===== src/rtl/dec3x8_seq.sv =====
//-----------------------------------------------------------------------------
// dec3x8_seq
//
// Sequenced 3-to-8 decoder. An accepted 3-bit code is turned into a registered
// one-hot word that stays asserted for HOLD clock cycles. It is followed by a
// single idle "gap" cycle before the next code can be accepted.
//
// Parameters
//   HOLD       number of cycles each one-hot output stays asserted (1..16)
//
// Ports
//   clk        single clock, all state changes on the rising edge
//   rst        synchronous active-high reset
//   en         acceptance enable (only gates acceptance in IDLE)
//   in_valid   code is valid this cycle
//   code       binary index to decode
//   in_ready   block can accept a code this cycle (combinational)
//   y          registered one-hot decode, zero outside the hold window
//   y_valid    high exactly while y is non-zero
//   last_code  most recently accepted code
//   acc_cnt    count of accepted codes, wraps 255 -> 0
//-----------------------------------------------------------------------------
module dec3x8_seq #(
   parameter int HOLD = 4
) (
   input  logic       clk,
   input  logic       rst,
   input  logic       en,
   input  logic       in_valid,
   input  logic [2:0] code,
   output logic       in_ready,
   output logic [7:0] y,
   output logic       y_valid,
   output logic [2:0] last_code,
   output logic [7:0] acc_cnt
);

   localparam logic [1:0] ST_IDLE = 2'd0;
   localparam logic [1:0] ST_HOLD = 2'd1;
   localparam logic [1:0] ST_GAP  = 2'd2;

   // Counter is loaded with HOLD-1 on acceptance; the edge on which it reads 0
   // is the one that drops y, giving exactly HOLD asserted cycles.
   localparam logic [3:0] HOLD_LOAD = 4'(HOLD - 1);

   logic [1:0] state;
   logic [3:0] hold_cnt;
   logic       handshake;

   function automatic logic [7:0] onehot(input logic [2:0] c);
      onehot = 8'b0000_0001 << c;
   endfunction

   assign in_ready  = (state == ST_IDLE) && en;
   assign handshake = in_valid && in_ready;

   always_ff @(posedge clk) begin
      if (rst) begin
         state     <= ST_IDLE;
         hold_cnt  <= 4'd0;
         y         <= 8'd0;
         y_valid   <= 1'b0;
         last_code <= 3'd0;
         acc_cnt   <= 8'd0;
      end else begin
         case (state)
            ST_IDLE: begin
               if (handshake) begin
                  y         <= onehot(code);
                  y_valid   <= 1'b1;
                  last_code <= code;
                  acc_cnt   <= acc_cnt + 8'd1;
                  hold_cnt  <= HOLD_LOAD;
                  state     <= ST_HOLD;
               end
            end
            ST_HOLD: begin
               // Inputs are deliberately not looked at here: nothing is queued
               // and en cannot cut the pulse short.
               if (hold_cnt == 4'd0) begin
                  y       <= 8'd0;
                  y_valid <= 1'b0;
                  state   <= ST_GAP;
               end else begin
                  hold_cnt <= hold_cnt - 4'd1;
               end
            end
            ST_GAP: begin
               state <= ST_IDLE;
            end
            default: begin
               state   <= ST_IDLE;
               y       <= 8'd0;
               y_valid <= 1'b0;
            end
         endcase
      end
   end

endmodule

===== config.mk =====
export PLATFORM = sky130hd
export DESIGN_NAME = dec3x8_seq
export DESIGN_NICKNAME = d
export VERILOG_FILES = /design/src/rtl/dec3x8_seq.sv
export SDC_FILE = /design/constraint.sdc
export NUM_CORES = 1
export LEC_CHECK = 0
export BUFFER_PORTS_ARGS = -buffer_cell sky130_fd_sc_hd__buf_2
export CAP_MARGIN = 20
export CORE_UTILIZATION = 52
export DETAILED_ROUTE_END_ITERATION = 6
export GPL_TIMING_DRIVEN = 0
export PLACE_DENSITY = 0.77
export SLEW_MARGIN = 30
export SYNTH_ARGS = -nofsm -noshare
export SYNTH_HDL_FRONTEND = slang
export SYNTH_SLANG_ARGS = --single-unit

===== constraint.sdc =====
create_clock -name clk -period 2.2 [get_ports clk]
set_input_delay 0.33 -clock clk [delete_from_list [all_inputs] [get_ports clk]]
set_output_delay 0.33 -clock clk [all_outputs]
set_load 0.02 [all_outputs]

# ---- Word-level counts from Yosys, hierarchy flattened
# Index checks and enable logic that the tools add are counted.
dict set report word_totals {
  ff_bits 26
  input_bits 7
  output_inout_bits 21
  word_cells 36
}
dict set report classes {
  n_addsub 2
  eq_ne 5
  n_shift 1
  mux 12
  bitwise 1
  n_reduce_logical 9
}
# cell count
set ops {}
lappend ops {{case mux 8 bit (3 select lines)} 1}
lappend ops {{two-way mux 8 bit} 2}
lappend ops {{adder 8 x 1 -> 8 bit, second input constant} 1}
lappend ops {{two-way mux 4 bit} 2}
lappend ops {{case mux 4 bit (2 select lines)} 1}
lappend ops {{left shift 1 x 3 -> 8 bit, first input constant} 1}
lappend ops {{!= test 2 bit, second input constant} 3}
lappend ops {{AND reduction 3 bit} 2}
lappend ops {{zero test 4 bit} 1}
lappend ops {{two-way mux 2 bit} 2}
lappend ops {{case mux 2 bit (2 select lines)} 1}
lappend ops {{AND reduction 2 bit} 2}
lappend ops {{subtractor 4 x 1 -> 4 bit, second input constant} 1}
lappend ops {{case mux 1 bit (3 select lines)} 1}
lappend ops {{equality test 2 x 1 -> 1 bit, second input constant} 1}
lappend ops {{equality test 2 bit, second input constant} 1}
lappend ops {{logical AND 1 bit} 2}
lappend ops {{zero test 2 bit} 1}
lappend ops {{two-way mux 1 bit} 2}
lappend ops {{nonzero test 2 bit} 1}
lappend ops {{inverter 1 bit} 1}

# ---- Depth between registers and ports, before layout
# Gate-level depths: netlist of the first run.
dict set report depth {
  depth_word 5
  depth_mapped 6
}

# ---- Least setup slack after synthesis of the first run
# Ideal clock, no wire load.
dict set report synth_path {
  path_kind {reg-to-reg}
  startpoint {register hold_cnt[0]}
  endpoint {register hold_cnt[3]}
  arrival_time_ps 1447
  t_required_ps 2130
  path_slack_ps 683
  stages_incl_launch_ff 7
  n_path_buf 1
  cell_sequence {dfxtp_1 > inv_1 > ha_1 > or3b_1 > clkbuf_2 > or4b_1 > a21oi_1}
}
dict set report synth_between {
  elab_chain_cells 3
}
# item line
set synth_rtl {}
lappend synth_rtl {{start, declared} 47} ;# logic [3:0] hold_cnt;
lappend synth_rtl {{start signal, assigned} 85} ;# hold_cnt <= hold_cnt - 4'd1;
lappend synth_rtl {{subtractor 4 x 1 -> 4 bit or zero test 4 bit (tied branches)} {85, 80}}
lappend synth_rtl {{two-way mux 4 bit or != test 2 bit (tied branches)} --}
lappend synth_rtl {{case mux 4 bit (2 select lines) or AND reduction 3 bit (tied branches)} --}
# Several ways; a longest one is shown, not always the timed one. The select of a mux whose other input is x is not followed.
# A chain may end at the register's enable or synchronous reset.

# ---- Worst setup path after layout of the first run
# Same ends and word-level chain as after synthesis.

==> flow_metrics.env, run 1 <==
export IMPL_status="finished, final reports clean"
export IMPL_via_count=1102
export IMPL_cts_tree="yes"
export IMPL_skew_ns=0.0131
export IMPL_fp_dieW_um=50.9
export IMPL_start_util_pct=55.7
export IMPL_pwr_share_seq_pct=50.4
export IMPL_clock_sinks=26
export IMPL_swShare_pct=25.4
export IMPL_hp_class="input port to flip-flop"
export IMPL_p_int_w=0.000740
export IMPL_dpl_instance_area_um2=1410
export IMPL_fin_crit_sh_pct=76.7
export IMPL_hold_depth=3
export IMPL_ys_warn_count=0
export IMPL_route_detailed_drc=0
export IMPL_post_cts_buffers=0
export IMPL_cts_repair_resized=0
export IMPL_fp_dieH_um=50.9
export IMPL_clk_latency_ns=0.32
export IMPL_synth_net_count=144
export IMPL_cts_hold_buf=0
export IMPL_clockRootBuffer="clkbuf_4"
export IMPL_drv_cap=0
export IMPL_track_usage_pct=22.4
export IMPL_power_density_nw_per_um2=676
export IMPL_seq_area_frac_synth_pct=41.9
export IMPL_vias_per_cell=5.68
export IMPL_ys_types=37
export IMPL_finalHoldViolCount=0
export IMPL_setup_violations=0
export IMPL_drt_first_pass_iters=4
export IMPL_start_kind="flip-flop"
export IMPL_cts_root_to_sink_buffers=2
export IMPL_critPathKind="flip-flop to flip-flop"
export IMPL_worst_pin_slew_ns=0.457
export IMPL_ant_nets=0
export IMPL_synth_async_reset_ratio_pct=0
export IMPL_yosys_register_bits=26
export IMPL_final_cell_mix="buf_2, dfxtp_1, a21oi_1, nand2_1, nand2b_1"
export IMPL_grt_max_degree=16
export IMPL_avgRoutedWirePerCell_um=13.4
export IMPL_coreArea_um2=2230
export IMPL_synthesis_instances=135
export IMPL_crit_arrival_ns=1.95
export IMPL_rsz0062_at_grt="no"
export IMPL_tns_ns=0
export IMPL_grt_pass1_vias=1006
export IMPL_cp_max_fo=6
export IMPL_gr_total_overflow=0
export IMPL_crit_required_ns=2.46
export IMPL_ir_drop_uv=502
export IMPL_slew_viol_final=0
export IMPL_dieArea_um2=2590
export IMPL_num_antenna_cells=0
export IMPL_power_switching_w=0.000251
export IMPL_numCtsBuffers=3
export IMPL_clockPowerShare_pct=33.0
export IMPL_ys_flop_type="dfxtp_1"
export IMPL_path_clk_slew_ns=0.15
export IMPL_fin_area_um2=1470
export IMPL_fp_row_count=17
export IMPL_ff2ff_setup_slack_ns=0.51
export IMPL_dp_hpwl_um=1970
export IMPL_drt_iter0_drc=16
export IMPL_place_gp_congestion=0.763
export IMPL_slew_limit_headroom_pct=69.5
export IMPL_clock_fmax_mhz=593
export IMPL_wl_um=2590
export IMPL_areaGrowthSynthToFinish_pct=17.9
export IMPL_nets=176
export IMPL_ioPinCount=28
export IMPL_synth_edf_count=0
export IMPL_grt_pass1_wl_um=4420
export IMPL_syn_area_um2=1240
export IMPL_crit_path_end_kind="flip-flop"
export IMPL_antenna_found_initial=0
export IMPL_pwr_share_comb_pct=16.6
export IMPL_cts_htree_levels=1
export IMPL_ff2ff_path_depth=6
export IMPL_io_buffers=27
export IMPL_leakage_nw=0.622
export IMPL_avgSynthCellArea_um2=9.21
export IMPL_finalCriticalPeriod_ns=1.69
export IMPL_final_common_cell="buf_2"
export IMPL_final_layout_size_suffix_gt1_share_pct=24.1
[final timing paths]
kind,start,end
max,hold_cnt[0],hold_cnt[3]
min,code[0],last_code[0]
max reg2reg,hold_cnt[0],hold_cnt[3]
min reg2reg,last_code[2],last_code[2]
[cells by family (layout without fill, tap and decap cells)]
logic type / Yosys count / after routing / share of synthesized area (%)
fa+ha+maj: 2 / 2 / 2.01
xor+xnor: 1 / 1 / 0.704
flops: 26 / 26 / 41.9
mux: 10 / 10 / 8.15
buf+inv: 12 / 43 / 4.73
compound gates: 26 / 26 / 14.3
simple gates: 58 / 58 / 28.3
[through the flow]
stage	hold slack [ns]	utilization (%)	std cells	total power [W]	worst slack (ns)
after global placement	0.443	63.3	190	0.000667	0.625
after CTS	0.251	65.7	194	0.000999	0.518
after floorplan	0.459	-	135	0.000628	0.683
final	0.255	65.7	194	0.000991	0.513
after global routing	0.252	65.7	194	0.00103	0.409
after detailed placement	0.448	63.3	190	0.000674	0.536
[power groups by stage]
stage / logic (W) / registers, W / clock network [W]
after detailed placement: 0.000164 / 0.000510 / 0
after global placement: 0.000159 / 0.000509 / 0
after CTS: 0.000164 / 0.000499 / 0.000336
final: 0.000164 / 0.000499 / 0.000327
after floorplan: 0.000107 / 0.000521 / 0
after global routing: 0.000179 / 0.000502 / 0.000350
[sequential cells by signal, indices dropped and copies added (netlist names)]
| signal | cells |
|---|---|
| acc_cnt | 8 |
| hold_cnt | 4 |
| last_code | 3 |
| state | 2 |
| y | 8 |
| y_valid | 1 |
[worst max-delay path: stages (launching register included)]
cell and delay (ns):
dfxtp_1 0.36, inv_1 0.06, ha_1 0.22, or3b_1 0.18, clkbuf_2 0.20, or4b_1 0.46
a21oi_1 0.15
[cell usage after synthesis (all sizes together), types with 3 or more instances]
master | number | area, um2
nand2b | 11 | 68.8
or4 | 4 | 30.0
o31ai | 4 | 30.0
nor3 | 3 | 15.0
nand3 | 8 | 40.0
buf | 3 | 23.8
dfxtp | 26 | 521
a21oi | 13 | 65.1
nand2 | 13 | 48.8
clkbuf | 5 | 20.0
inv | 4 | 15.0
nor2 | 5 | 18.8
mux2i | 9 | 90.1
[cell type report]
class                           count  area, um2
Buffer                              8       43.8
Multi-Input combinational cell     97        664
Fill cell                         200        767
Sequential cell                    26        520
Clock buffer                        3       22.5
Tap cell                           28       35.0
Timing Repair Buffer               27        135
Inverter                            4       15.0
Clock inverter                      1       30.0
[routing by layer]
layer  share of wire [%]  vias up  GRT usage, %
li1                    -      541             -
met1                  43      523          25.8
met2                  51       30          39.9
met3                 3.7        8          2.98
met4                 2.1        0          11.1
met5                   0        -             0
No activity file was read; power rests on OpenSTA's default activity.
==> run 2: changes to the inputs <==
CORE_UTILIZATION = 47   (was 52)
PLACE_DENSITY = 0.74   (was 0.77)
clock period = 1.55 ns   (was 2.2 ns; I/O delays follow)
==> run 2 against run 1 <==
Final area up 6.1%. Global-route usage fell by 1.7 points. Combinational power is 79% higher. Critical path depth is the same. Fmax is 11% higher. Register-to-register slack worse by 0.48 ns. Sequential power up 42%. Power up 48%. Wire length grew 4.7%. Setup slack worse by 0.48 ns. Final cell count up 3.6%.
==> flow_metrics.env, run 2 (synthesized netlist as in run 1, its figures left out) <==
export IMPL_grt_use_met3_pct=2.59
export IMPL_ff2ff_setup_slack_ns=0.03
export IMPL_drv_cap=0
export IMPL_hp_class="input port to flip-flop"
export IMPL_vias_per_cell=5.54
export IMPL_cp_max_fo=6
export IMPL_areaGrowthSynthToFinish_pct=25.1
export IMPL_grtUsageMet2_pct=35.6
export IMPL_dieArea_um2=2860
export IMPL_track_usage_pct=20.6
export IMPL_reg_largest_list="acc_cnt x8, y x8, hold_cnt x4"
export IMPL_finalHoldViolCount=0
export IMPL_grt_max_degree=16
export IMPL_numCtsBuffers=3
export IMPL_clock_fmax_mhz=660
export IMPL_crit_arrival_ns=1.79
export IMPL_slew_limit_headroom_pct=65.4
export IMPL_fp_dieW_um=53.4
export IMPL_holdCritStartpoint="code[0]"
export IMPL_drt_first_pass_iters=4
export IMPL_fin_crit_sh_pct=97.8
export IMPL_final_cell_mix="buf_2, dfxtp_1, nand2_1, a21oi_1, nand2b_1"
export IMPL_ant_nets=0
export IMPL_start_util_pct=49.7
export IMPL_holdPathEnd="last_code[0]"
export IMPL_r2r_start="hold_cnt[0]"
export IMPL_cts_htree_levels=1
export IMPL_path_clk_slew_ns=0.14
export IMPL_critPathMaxStageDelay_ns=0.46
export IMPL_finalCriticalPeriod_ns=1.52
export IMPL_crit_slowest_cell="or4b_4"
export IMPL_crit_required_ns=1.82
export IMPL_worst_slack_ns=0.0345
export IMPL_grt_pass1_vias=995
export IMPL_hold_depth=3
export IMPL_crit_path_end_kind="flip-flop"
export IMPL_clockRootBuffer="clkbuf_4"
export IMPL_route_detailed_drc=0
export IMPL_ff2ff_path_depth=6
export IMPL_dpl_instance_area_um2=1420
export IMPL_final_layout_size_suffix_gt1_share_pct=32.7
export IMPL_worst_pin_slew_ns=0.519
export IMPL_rsz0062_at_grt="yes"
export IMPL_gr_total_overflow=0
export IMPL_use_met1_pct=24.2
export IMPL_power_density_nw_per_um2=945
export IMPL_via_count=1113
export IMPL_fp_dieH_um=53.4
export IMPL_leakage_nw=0.653
export IMPL_clock_sinks=26
export IMPL_fin_area_um2=1560
export IMPL_ioPinCount=28
export IMPL_place_gp_congestion=0.833
export IMPL_start_kind="flip-flop"
export IMPL_status="finished, final reports clean"
export IMPL_io_buffers=27
export IMPL_r2r_end="hold_cnt[3]"
export IMPL_grt_pass1_wl_um=4220
export IMPL_nets=181
export IMPL_slew_viol_final=0
export IMPL_crit_start="hold_cnt[0]"
export IMPL_avgRoutedWirePerCell_um=13.5
export IMPL_skew_ns=0.0107
export IMPL_drt_iter0_drc=14
export IMPL_clk_latency_ns=0.33
export IMPL_critPathKind="flip-flop to flip-flop"
export IMPL_ir_drop_uv=695
export IMPL_cts_root_to_sink_buffers=2
export IMPL_coreArea_um2=2500
export IMPL_worstPathCellList="inv_2 > ha_4 > or3b_4 > buf_8 > or4b_4 > a21oi_2"
export IMPL_num_antenna_cells=0
export IMPL_dp_hpwl_um=1900
export IMPL_antenna_found_initial=0
export IMPL_final_common_cell="buf_2"
export IMPL_wl_um=2720
export IMPL_setup_violations=0
export IMPL_dpl_worst_slack_ns=-0.0764
export IMPL_cts_tree="yes"
export IMPL_fp_row_count=18
export IMPL_busiest_layer="met2"
[run 2: critical path, delay by kind of cell (launching register included)]
kind / cells / cell delay [ns]
flip-flops: 1 / 0.36
buffers and inverters: 2 / 0.16
adder cells (fa/ha/maj): 1 / 0.15
AO/OA/AOI/OAI: 1 / 0.12
AND/OR/NAND/NOR: 2 / 0.69
[run 2: metal layers]
metal | vias up | routed length [um]
met1 | 522 | 1170
met2 | 27 | 1390
met5 | - | 0
met3 | 7 | 92
met4 | 0 | 62
li1 | 557 | -
[run 2: final cells by class]
class                           instances  area [um2]
Fill cell                             207         945
Multi-Input combinational cell         97         697
Sequential cell                        26         523
Timing Repair Buffer                   32         173
Buffer                                  8        57.6
Tap cell                               30        37.5
Clock inverter                          1        30.0
Clock buffer                            3        22.5
Inverter                                4        15.0
[run 2: how the worst max path moves through the flow]
| stage | slack (ns) | to | depth (start not counted) |
|---|---|---|---|
| finish | 0.03 | hold_cnt[3] | 6 |
| global route | -0.03 | hold_cnt[3] | 6 |
| CTS | 0.01 | y[0] | 6 |
| detailed placement | -0.08 | hold_cnt[3] | 6 |
| global placement | -0.03 | hold_cnt[3] | 6 |
| floorplan | 0.03 | hold_cnt[3] | 6 |
[run 2: power by group]
part           switching, W  total [W]  internal [W]
Combinational      0.000155   0.000293      0.000138
Clock              0.000206   0.000468      0.000262
Sequential        0.0000156   0.000710      0.000694
[run 2: what timing repair did]
item / CTS / global route
resized for setup: 7 / 10
hold buffers: 0 / 0
buffers inserted: 3 / 2
pin swaps: 2 / 0
setup endpoints to repair: 11 / 15
[run 2: through the flow]
stage	util (%)	hold slack, ns	std cells	power, W	setup TNS [ns]
floorplan	-	0.369	135	0.000892	0
global placement	56.7	0.446	192	0.000947	-0.0963
detailed placement	56.7	0.453	192	0.000958	-0.432
CTS	60.2	0.147	199	0.00145	0
global route	62.2	0.146	201	0.00154	-0.0454
finish	62.2	0.150	201	0.00147	0
==> run 3: changes to the inputs <==
CORE_UTILIZATION = 56   (was 47)
PLACE_DENSITY = 0.82   (was 0.74)
clock period = 1.87 ns   (was 1.55 ns; I/O delays follow)
==> run 3 against run 2 <==
Global-route usage is 2.7 points higher. Clock skew fell by 0.0083 ns. Register-to-register slack gained 0.19 ns. Setup slack improved by 0.19 ns. Flip-flop and latch count stayed put. Highest routed layer unchanged.
==> flow_metrics.env, run 3 (synthesized netlist as in run 1, its figures left out) <==
export IMPL_leakage_nw=0.615
export IMPL_clock_fmax_mhz=607
export IMPL_cts_hold_buf=0
export IMPL_wl_um=2470
export IMPL_final_layout_size_suffix_gt1_share_pct=24.1
export IMPL_vias_per_cell=5.59
export IMPL_start_util_pct=61.5
export IMPL_status="finished, final reports clean"
export IMPL_io_buffers=27
export IMPL_cp_max_fo=6
export IMPL_dp_hpwl_um=1870
export IMPL_post_cts_buffers=0
export IMPL_cts_htree_levels=1
export IMPL_dpl_instance_area_um2=1410
export IMPL_drt_iter0_drc=13
export IMPL_path_clk_slew_ns=0.14
export IMPL_ff2ff_path_depth=6
export IMPL_ioPinCount=28
export IMPL_grt_pass1_wl_um=4520
export IMPL_worst_slack_ns=0.223
export IMPL_reg_largest_list="acc_cnt x8, y x8, hold_cnt x4"
export IMPL_dieArea_um2=2410
export IMPL_ir_drop_uv=519
export IMPL_r2r_end="hold_cnt[3]"
export IMPL_slew_limit_headroom_pct=68.7
export IMPL_setup_violations=0
export IMPL_fp_dieH_um=49.1
export IMPL_drv_cap=0
export IMPL_power_density_nw_per_um2=731
export IMPL_antenna_found_initial=0
export IMPL_crit_slowest_cell="or4b_1"
export IMPL_avgRoutedWirePerCell_um=12.8
export IMPL_finalHoldViolCount=0
export IMPL_cts_tree="yes"
export IMPL_clk_latency_ns=0.31
export IMPL_skew_ns=0.00241
export IMPL_final_cell_mix="buf_2, dfxtp_1, a21oi_1, nand2_1, nand2b_1"
export IMPL_gr_total_overflow=0
export IMPL_slew_viol_final=0
export IMPL_place_gp_congestion=0.788
export IMPL_dp_cells=189
export IMPL_hold_depth=3
export IMPL_fp_row_count=16
export IMPL_num_antenna_cells=0
export IMPL_fp_dieW_um=49.1
export IMPL_fin_crit_sh_pct=88.1
export IMPL_worstPathCellList="inv_1 > ha_1 > or3b_1 > clkbuf_2 > or4b_1 > a21oi_1"
export IMPL_crit_required_ns=2.13
export IMPL_clockRootBuffer="clkbuf_4"
export IMPL_rsz0062_at_grt="no"
export IMPL_numCtsBuffers=3
export IMPL_worst_pin_slew_ns=0.469
export IMPL_utilization_pct=71.7
export IMPL_holdCritStartpoint="code[0]"
export IMPL_holdPathEnd="last_code[0]"
export IMPL_fin_cells=193
export IMPL_crit_path_end_kind="flip-flop"
export IMPL_crit_arrival_ns=1.90
export IMPL_grt_max_degree=15
export IMPL_cts_repair_resized=0
export IMPL_ant_nets=0
export IMPL_ff2ff_setup_slack_ns=0.22
export IMPL_r2r_start="hold_cnt[0]"
export IMPL_hp_class="input port to flip-flop"
export IMPL_final_common_cell="buf_2"
export IMPL_track_usage_pct=23.4
export IMPL_cts_root_to_sink_buffers=2
export IMPL_clock_sinks=26
export IMPL_critPathMaxStageDelay_ns=0.44
export IMPL_dpl_worst_slack_ns=0.253
export IMPL_grt_pass1_vias=1053
export IMPL_tns_ns=0
export IMPL_start_kind="flip-flop"
export IMPL_route_detailed_drc=0
export IMPL_areaGrowthSynthToFinish_pct=16.5
export IMPL_finalCriticalPeriod_ns=1.65
export IMPL_via_count=1078
export IMPL_drt_first_pass_iters=6
export IMPL_fillerInstances=167
export IMPL_nets=176
export IMPL_critPathKind="flip-flop to flip-flop"
export IMPL_coreArea_um2=2020
export IMPL_fin_area_um2=1450
run 3: cell count changes in the layout (fill, tap and decap cells not counted), moves of 2 or more:
cell / change
dfxtp_2: -2
inv_2: -2
buf_4: -5
dfxtp_1: +2
inv_1: +2
run 3: stage by stage:
step / total power [W] / hold WS (ns)
final: 0.00106 / 0.216
after global routing: 0.00111 / 0.227
after CTS: 0.00106 / 0.213
after detailed placement: 0.000793 / 0.445
after global placement: 0.000784 / 0.445
after floorplan: 0.000739 / 0.417
run 3: per-layer routing:
| layer | GRT usage [%] | up-vias | share of wire, % |
|---|---|---|---|
| li1 | - | 547 | - |
| met2 | 42.5 | 24 | 51 |
| met1 | 29.4 | 505 | 46 |
| met5 | 0 | - | 0 |
| met3 | 1.87 | 2 | 2.9 |
| met4 | 5.88 | 0 | 0.36 |
run 3: power by group:
part           internal [W]  total (W)  switching (W)
combinational     0.0000792   0.000193       0.000114
sequential         0.000574   0.000587      0.0000128
clock              0.000119   0.000279       0.000161
total              0.000772    0.00106       0.000287
run 3: worst max-delay path by stage:
| stage | startpoint | end | slack, ns | depth (start not counted) |
|---|---|---|---|---|
| after floorplan | hold_cnt[0] | hold_cnt[3] | 0.35 | 6 |
| after global placement | hold_cnt[0] | hold_cnt[3] | 0.30 | 6 |
| after detailed placement | hold_cnt[0] | hold_cnt[3] | 0.25 | 6 |
| after CTS | hold_cnt[0] | hold_cnt[3] | 0.22 | 6 |
| after global routing | hold_cnt[0] | hold_cnt[3] | 0.09 | 6 |
| final | hold_cnt[0] | hold_cnt[3] | 0.22 | 6 |
run 3: worst max-delay path: cells and delay by family (launching register included):
kind	cells	cell delay, ns
AO/OA/AOI/OAI	1	0.15
flip-flops	1	0.37
adder cells (fa/ha/maj)	1	0.22
AND/OR/NAND/NOR	2	0.60
buffers and inverters	2	0.24
run 3: final cells by class:
type	count	area, um2	area share [%]
timing repair buffer	27	135	9.33
clock buffer	4	36.3	2.50
buffer	8	43.8	3.02
sequential	26	520	35.9
tap	27	33.8	2.33
multi-input combinational	97	664	45.9
inverter	4	15.0	1.04
